## src/rtl/gshare_predictor.sv

```systemverilog
// Gshare/bimodal branch direction predictor: a table of 2-bit saturating counters,
// indexed by PC (optionally XOR global history), with speculative GHR and mispredict repair.
module gshare_predictor #(
  parameter int unsigned PC_WIDTH  = 64,
  parameter int unsigned IDX_WIDTH = 8,
  parameter int unsigned GHR_WIDTH = 8,
  parameter int unsigned MODE      = 1
) (
  input  logic                 clock,
  input  logic                 reset,
  output logic                 init_done,
  input  logic                 pred_req,
  input  logic [PC_WIDTH-1:0]  pred_pc,
  output logic                 pred_valid,
  output logic                 pred_taken,
  output logic [GHR_WIDTH-1:0] pred_ghr,
  input  logic                 upd_valid,
  input  logic [PC_WIDTH-1:0]  upd_pc,
  input  logic [GHR_WIDTH-1:0] upd_ghr,
  input  logic                 upd_taken,
  input  logic                 upd_mispredict
);

  localparam int unsigned Entries = 2 ** IDX_WIDTH;

  typedef enum logic [0:0] {StInit, StReady} state_e;

  state_e               state_q, state_d;
  logic [IDX_WIDTH-1:0] init_cnt_q, init_cnt_d;
  logic [GHR_WIDTH-1:0] ghr_q, ghr_d;
  logic [1:0]           pht_q [Entries];
  logic                 pred_valid_q, pred_taken_q;
  logic [GHR_WIDTH-1:0] pred_ghr_q;

  logic                 ready, pred_fire, upd_fire, pred_bit;
  logic [IDX_WIDTH-1:0] pred_idx, upd_idx;
  logic [1:0]           upd_ctr, upd_ctr_next;

  // Only pc[IDX_WIDTH+1:2] feeds the index; the rest of the PC is intentionally ignored.
  logic unused_pc;
  assign unused_pc = ^{pred_pc, upd_pc};

  function automatic logic [IDX_WIDTH-1:0] pht_index(input logic [PC_WIDTH-1:0]  pc,
                                                     input logic [GHR_WIDTH-1:0] ghr);
    if (MODE == 1) return pc[IDX_WIDTH+1:2] ^ IDX_WIDTH'(ghr);
    return pc[IDX_WIDTH+1:2];
  endfunction

  always_comb begin
    ready     = (state_q == StReady);
    pred_fire = ready & pred_req;
    upd_fire  = ready & upd_valid;
    pred_idx  = pht_index(pred_pc, ghr_q);
    upd_idx   = pht_index(upd_pc, upd_ghr);
    pred_bit  = pht_q[pred_idx][1];
    upd_ctr   = pht_q[upd_idx];
    if (upd_taken) begin
      upd_ctr_next = (upd_ctr == 2'b11) ? 2'b11 : upd_ctr + 2'd1;
    end else begin
      upd_ctr_next = (upd_ctr == 2'b00) ? 2'b00 : upd_ctr - 2'd1;
    end
  end

  // Truncating {ghr, bit} keeps the low GHR_WIDTH bits, which also covers GHR_WIDTH == 1.
  always_comb begin
    ghr_d = ghr_q;
    if (pred_fire) ghr_d = GHR_WIDTH'({ghr_q, pred_bit});
    if (upd_fire && upd_mispredict) ghr_d = GHR_WIDTH'({upd_ghr, upd_taken});
  end

  // FSM: next-state logic
  always_comb begin
    state_d    = state_q;
    init_cnt_d = init_cnt_q;
    unique case (state_q)
      StInit: begin
        init_cnt_d = init_cnt_q + 1'b1;
        if (&init_cnt_q) state_d = StReady;
      end
      StReady: ;
      default: state_d = StInit;
    endcase
  end

  // FSM: outputs
  always_comb begin
    init_done = (state_q == StReady);
  end

  // FSM: state register plus response pipeline
  always_ff @(posedge clock) begin
    if (reset) begin
      state_q      <= StInit;
      init_cnt_q   <= '0;
      ghr_q        <= '0;
      pred_valid_q <= 1'b0;
      pred_taken_q <= 1'b0;
      pred_ghr_q   <= '0;
    end else begin
      state_q      <= state_d;
      init_cnt_q   <= init_cnt_d;
      ghr_q        <= ghr_d;
      pred_valid_q <= pred_fire;
      if (pred_fire) begin
        pred_taken_q <= pred_bit;
        pred_ghr_q   <= ghr_q;
      end
    end
  end

  // Reads above use the pre-edge table, so a same-cycle update never bypasses into a prediction.
  always_ff @(posedge clock) begin
    if (!reset) begin
      if (state_q == StInit) begin
        pht_q[init_cnt_q] <= 2'b01;
      end else if (upd_fire) begin
        pht_q[upd_idx] <= upd_ctr_next;
      end
    end
  end

  assign pred_valid = pred_valid_q;
  assign pred_taken = pred_taken_q;
  assign pred_ghr   = pred_ghr_q;

endmodule

```

## config.mk

```make
export PLATFORM = sky130hd
export DESIGN_NAME = gshare_predictor
export DESIGN_NICKNAME = d
export VERILOG_FILES = /design/src/rtl/gshare_predictor.sv
export SDC_FILE = /design/constraint.sdc
export NUM_CORES = 1
export LEC_CHECK = 0
export BUFFER_PORTS_ARGS = -buffer_cell sky130_fd_sc_hd__buf_2
export CORE_MARGIN = 2
export CORE_UTILIZATION = 44
export CTS_CLUSTER_DIAMETER = 100
export DETAILED_ROUTE_END_ITERATION = 7
export PLACE_DENSITY = 0.62
export SETUP_SLACK_MARGIN = 0.4
export SLEW_MARGIN = 20
export SYNTH_ARGS = -nofsm -noshare
export SYNTH_HDL_FRONTEND = slang
export SYNTH_SLANG_ARGS = --single-unit
```

## constraint.sdc

```tcl
create_clock -name clock -period 28.6 [get_ports clock]
set_input_delay 1.43 -clock clock [delete_from_list [all_inputs] [get_ports clock]]
set_output_delay 1.43 -clock clock [all_outputs]
set_load 0.02 [all_outputs]
```

==> metrics.md <==
| Metric | Value |
|---|---|
| Outcome | `completed` |
| Post-route insts no fill | `2330` |
| Synth Area in XOR/XNOR | `~1.2%` |
| Avg Cell Area, Syn | `15.7 sq um` |
| Period Utilization, post-route | `a little over a fifth` |
| Power after layout | `between 1.5 and 2 mW` |
| CP Max Fanout | `84` |
| Detailed placer's ending HPWL | `between 40000 and 50000 um` |
| Slew headroom | `13.2%` |
| CTS root buf | `clkbuf_16` |
| Pre-CTS setup slack | `around 21000 ps` |
| Type of the worst min-delay path | `register to register` |
| EDFF count, synth | `slightly above 500` |
| CTS tree | `built` |
| Pin count of the biggest net entering global routing | `around 120` |
| Die area | `between 50000 and 60000 sq um` |
| Cells after Synth | `around 1500` |
| #FFs+latches synth | `539` |
| CTS resizes | `0` |
| Classification of the worst setup path | `input port to register` |
| Peak VDD IR | `~0.05 mV` |
| GP Congestion | `about 0.87` |
| Vias per cell | `~6.4` |
| Fmax | `around 160 MHz` |
| Post-route cell area | `between 20000 and 30000 sq um` |
| GRT Total Usage | `roughly 24%` |
| Clock skew | `~24 ps` |
| Critical path capture point type | `register` |
| Largest family of logic cells by synthesized area | `multiplexers` |
| Startpoint Class | `input port` |
| DRT Pass-1 Iters | `5` |
| Crit path DAT | `approximately 6600 ps` |
| Remaining antenna violation count | `0` |
| Die height | `239 um` |
| FP Rows | `86` |
| Clock transition at path regs | `60 ps` |
| Final net count | `~1700` |
| RSZ-0062 raised after global routing | `false` |
| Syn Nets | `about 1700` |
| Post-synthesis mux area share | `between 10% and 20%` |
| Post-CTS setup buffers | `0` |
| Sum Neg Setup Slack | `0 ps` |
| Synth Cell Area | `between 20000 and 25000 sq um` |
| Fraction of layout cells with a size suffix above 1 | `between 20% and 30%` |
| Number of max-cap violations | `0` |
| Pwr dens | `about 61 nW/um^2` |
| Antenna diodes | `0` |
| Distinct cell type count after synthesis | `between 50 and 60` |
| 1st-iter DRT viols | `around 1800` |
| Via count | `14800` |
| CTS Buf Count | `57` |
| Routed Wire Length | `approximately 68000 um` |
| Syn-to-layout area delta | `11.4%` |
| Initial core utilization | `between 40% and 50%` |
| Initial antenna violation count | `0` |
| CTS sink count | `around 540` |
| Period minus WS final | `about 6300 ps` |
| Sequential area share after synthesis | `~65%` |
| Die width | `between 200 and 250 um` |
| Placeable core area | `~55000 sq um` |
| Final hold slack | `454 ps` |
| Critical path data required time | `just under 30000 ps` |
| Final setup fails | `0` |
| Synth warn | `0` |
| Synth Area in Simple Gates | `under 10%` |
| Later-pin clock latency in the skew report | `roughly 620 ps` |
| Least-Margin Pin Slew | `between 1000 and 1500 ps` |
| Fin. Hold Viols | `0` |
| PnR worst setup slack | `between 20000 and 25000 ps` |
| Total number of H-tree levels | `2` |
| Bufs on Longest Clock Path | `3` |
| Port bufs | `40` |
| Placed cell areas | `between 20000 and 30000 sq um` |
| Final core area utilization | `about 49%` |
| DR DRC count | `0` |
| LEAKAGE | `between 9 and 10 nW` |
| Max Slew Vio Count | `0` |
| Async S/R FF share, synth | `0%` |
| Adder-Cell Fraction of Synth Area | `0.0515%` |
| Placed Instances | `2228` |
| First-pass GRT wire length | `100000 um` |
| Hold_buf cts | `0` |
| Compound-Gate Fraction of Synth Area | `under 10%` |
| Num ports | `153` |
| Vias in the first global route | `between 10000 and 15000` |
| Synth Flop Type | `edfxtp_1` |
| DR WL/cell | `29.4 um` |
| Total gr overflow | `0` |
-- synth_stat cells (19+ instances only) --
library cell  count  area, sq um
buf_2            22          110
clkbuf_1         61          229
a21oi_1          24          120
dfxtp_1          27          541
mux4_2          189         4260
nor2_1          307         1150
edfxtp_1        512        15400
a22oi_1          29          218
xor2_1           19          166
o21ai_0          19         95.1
mux2i_1          28          280
nand2_1         146          548
-- power by group --
part           total [mW]  leakage (nW)  internal, mW  switching [mW]
clock               0.667         0.792         0.374           0.293
sequential          0.852          5.79         0.851        0.000865
combinational       0.133          2.63        0.0472          0.0857
-- path summary, 6_finish.rpt --
kind	startpoint	end	slack [ps]	cells past startpoint
setup / recovery	upd_ghr[1]	pht_q[227][1]$_DFFE_PP_	22320	12
hold / removal	pred_ghr[2]$_SDFFE_PP0P_	pred_ghr[2]$_SDFFE_PP0P_	450	2
setup reg to reg	ghr_q[0]$_SDFFE_PP0P_	ghr_q[0]$_SDFFE_PP0P_	24180	10
hold reg to reg	pred_ghr[2]$_SDFFE_PP0P_	pred_ghr[2]$_SDFFE_PP0P_	450	2
-- cells by family (layout without fill, tap and decap cells) --
| logic type | Yosys count | in the layout |
|---|---|---|
| AO/OA/AOI/OAI | 138 | 138 |
| XOR/XNOR | 33 | 33 |
| adder cells (fa/ha/maj) | 1 | 1 |
| buffers and inverters | 103 | 181 |
| flip-flops | 539 | 539 |
| multiplexers | 224 | 224 |
| AND/OR/NAND/NOR | 510 | 510 |
-- critical path, stage by stage --
cell and delay, ps:
buf_2 170, xor2_4 530, buf_4 800, mux4_2 370
o22a_1 200, nor2_1 60, a2111oi_0 1060, o41a_1 250
nand3_1 80, o211ai_1 220, buf_4 510, buf_4 710
-- sequential cells by signal (all words and copies together) (netlist names) --
| register | count |
|---|---|
| pred_taken | 1 |
| pred_valid | 1 |
| init_done | 1 |
| pred_ghr | 8 |
| pht_q | 512 |
| ghr_q | 8 |
| init_cnt_q | 8 |
-- cell type report --
type / count / area, sq um
sequential: 539 / 15900
timing repair buffer: 77 / 510
tap: 704 / 881
inverter: 3 / 11.3
multi-input combinational: 906 / 8120
clock buffer: 82 / 1520
fill: 4609 / 27800
clock inverter: 19 / 114
-- cells in the final DEF (no fill, tap or decap), types with 8 or more instances in the layout --
| cell type | count |
|---|---|
| edfxtp_1 | 512 |
| nor2_1 | 303 |
| mux4_2 | 189 |
| nand2_1 | 141 |
| clkbuf_16 | 57 |
| buf_2 | 40 |
| buf_4 | 33 |
| a22oi_1 | 29 |
| mux2i_1 | 28 |
| dfxtp_1 | 27 |
| clkbuf_1 | 25 |
| a21oi_1 | 24 |
| o21ai_0 | 19 |
| nand3_1 | 16 |
| nor3_1 | 14 |
| xor2_1 | 13 |
| a31oi_1 | 11 |
| clkinv_1 | 11 |
| a32oi_1 | 9 |
| nand4_1 | 9 |
| xnor2_1 | 8 |
-- routing by layer --
metal	track usage [%]	vias to the layer above	part of all wire, %
li1	-	6182	-
met1	35.4	7687	40
met2	38.2	851	47
met3	4.17	121	10
met4	7.27	0	2.8
met5	0	-	0
(Power assumes the default switching activity.)
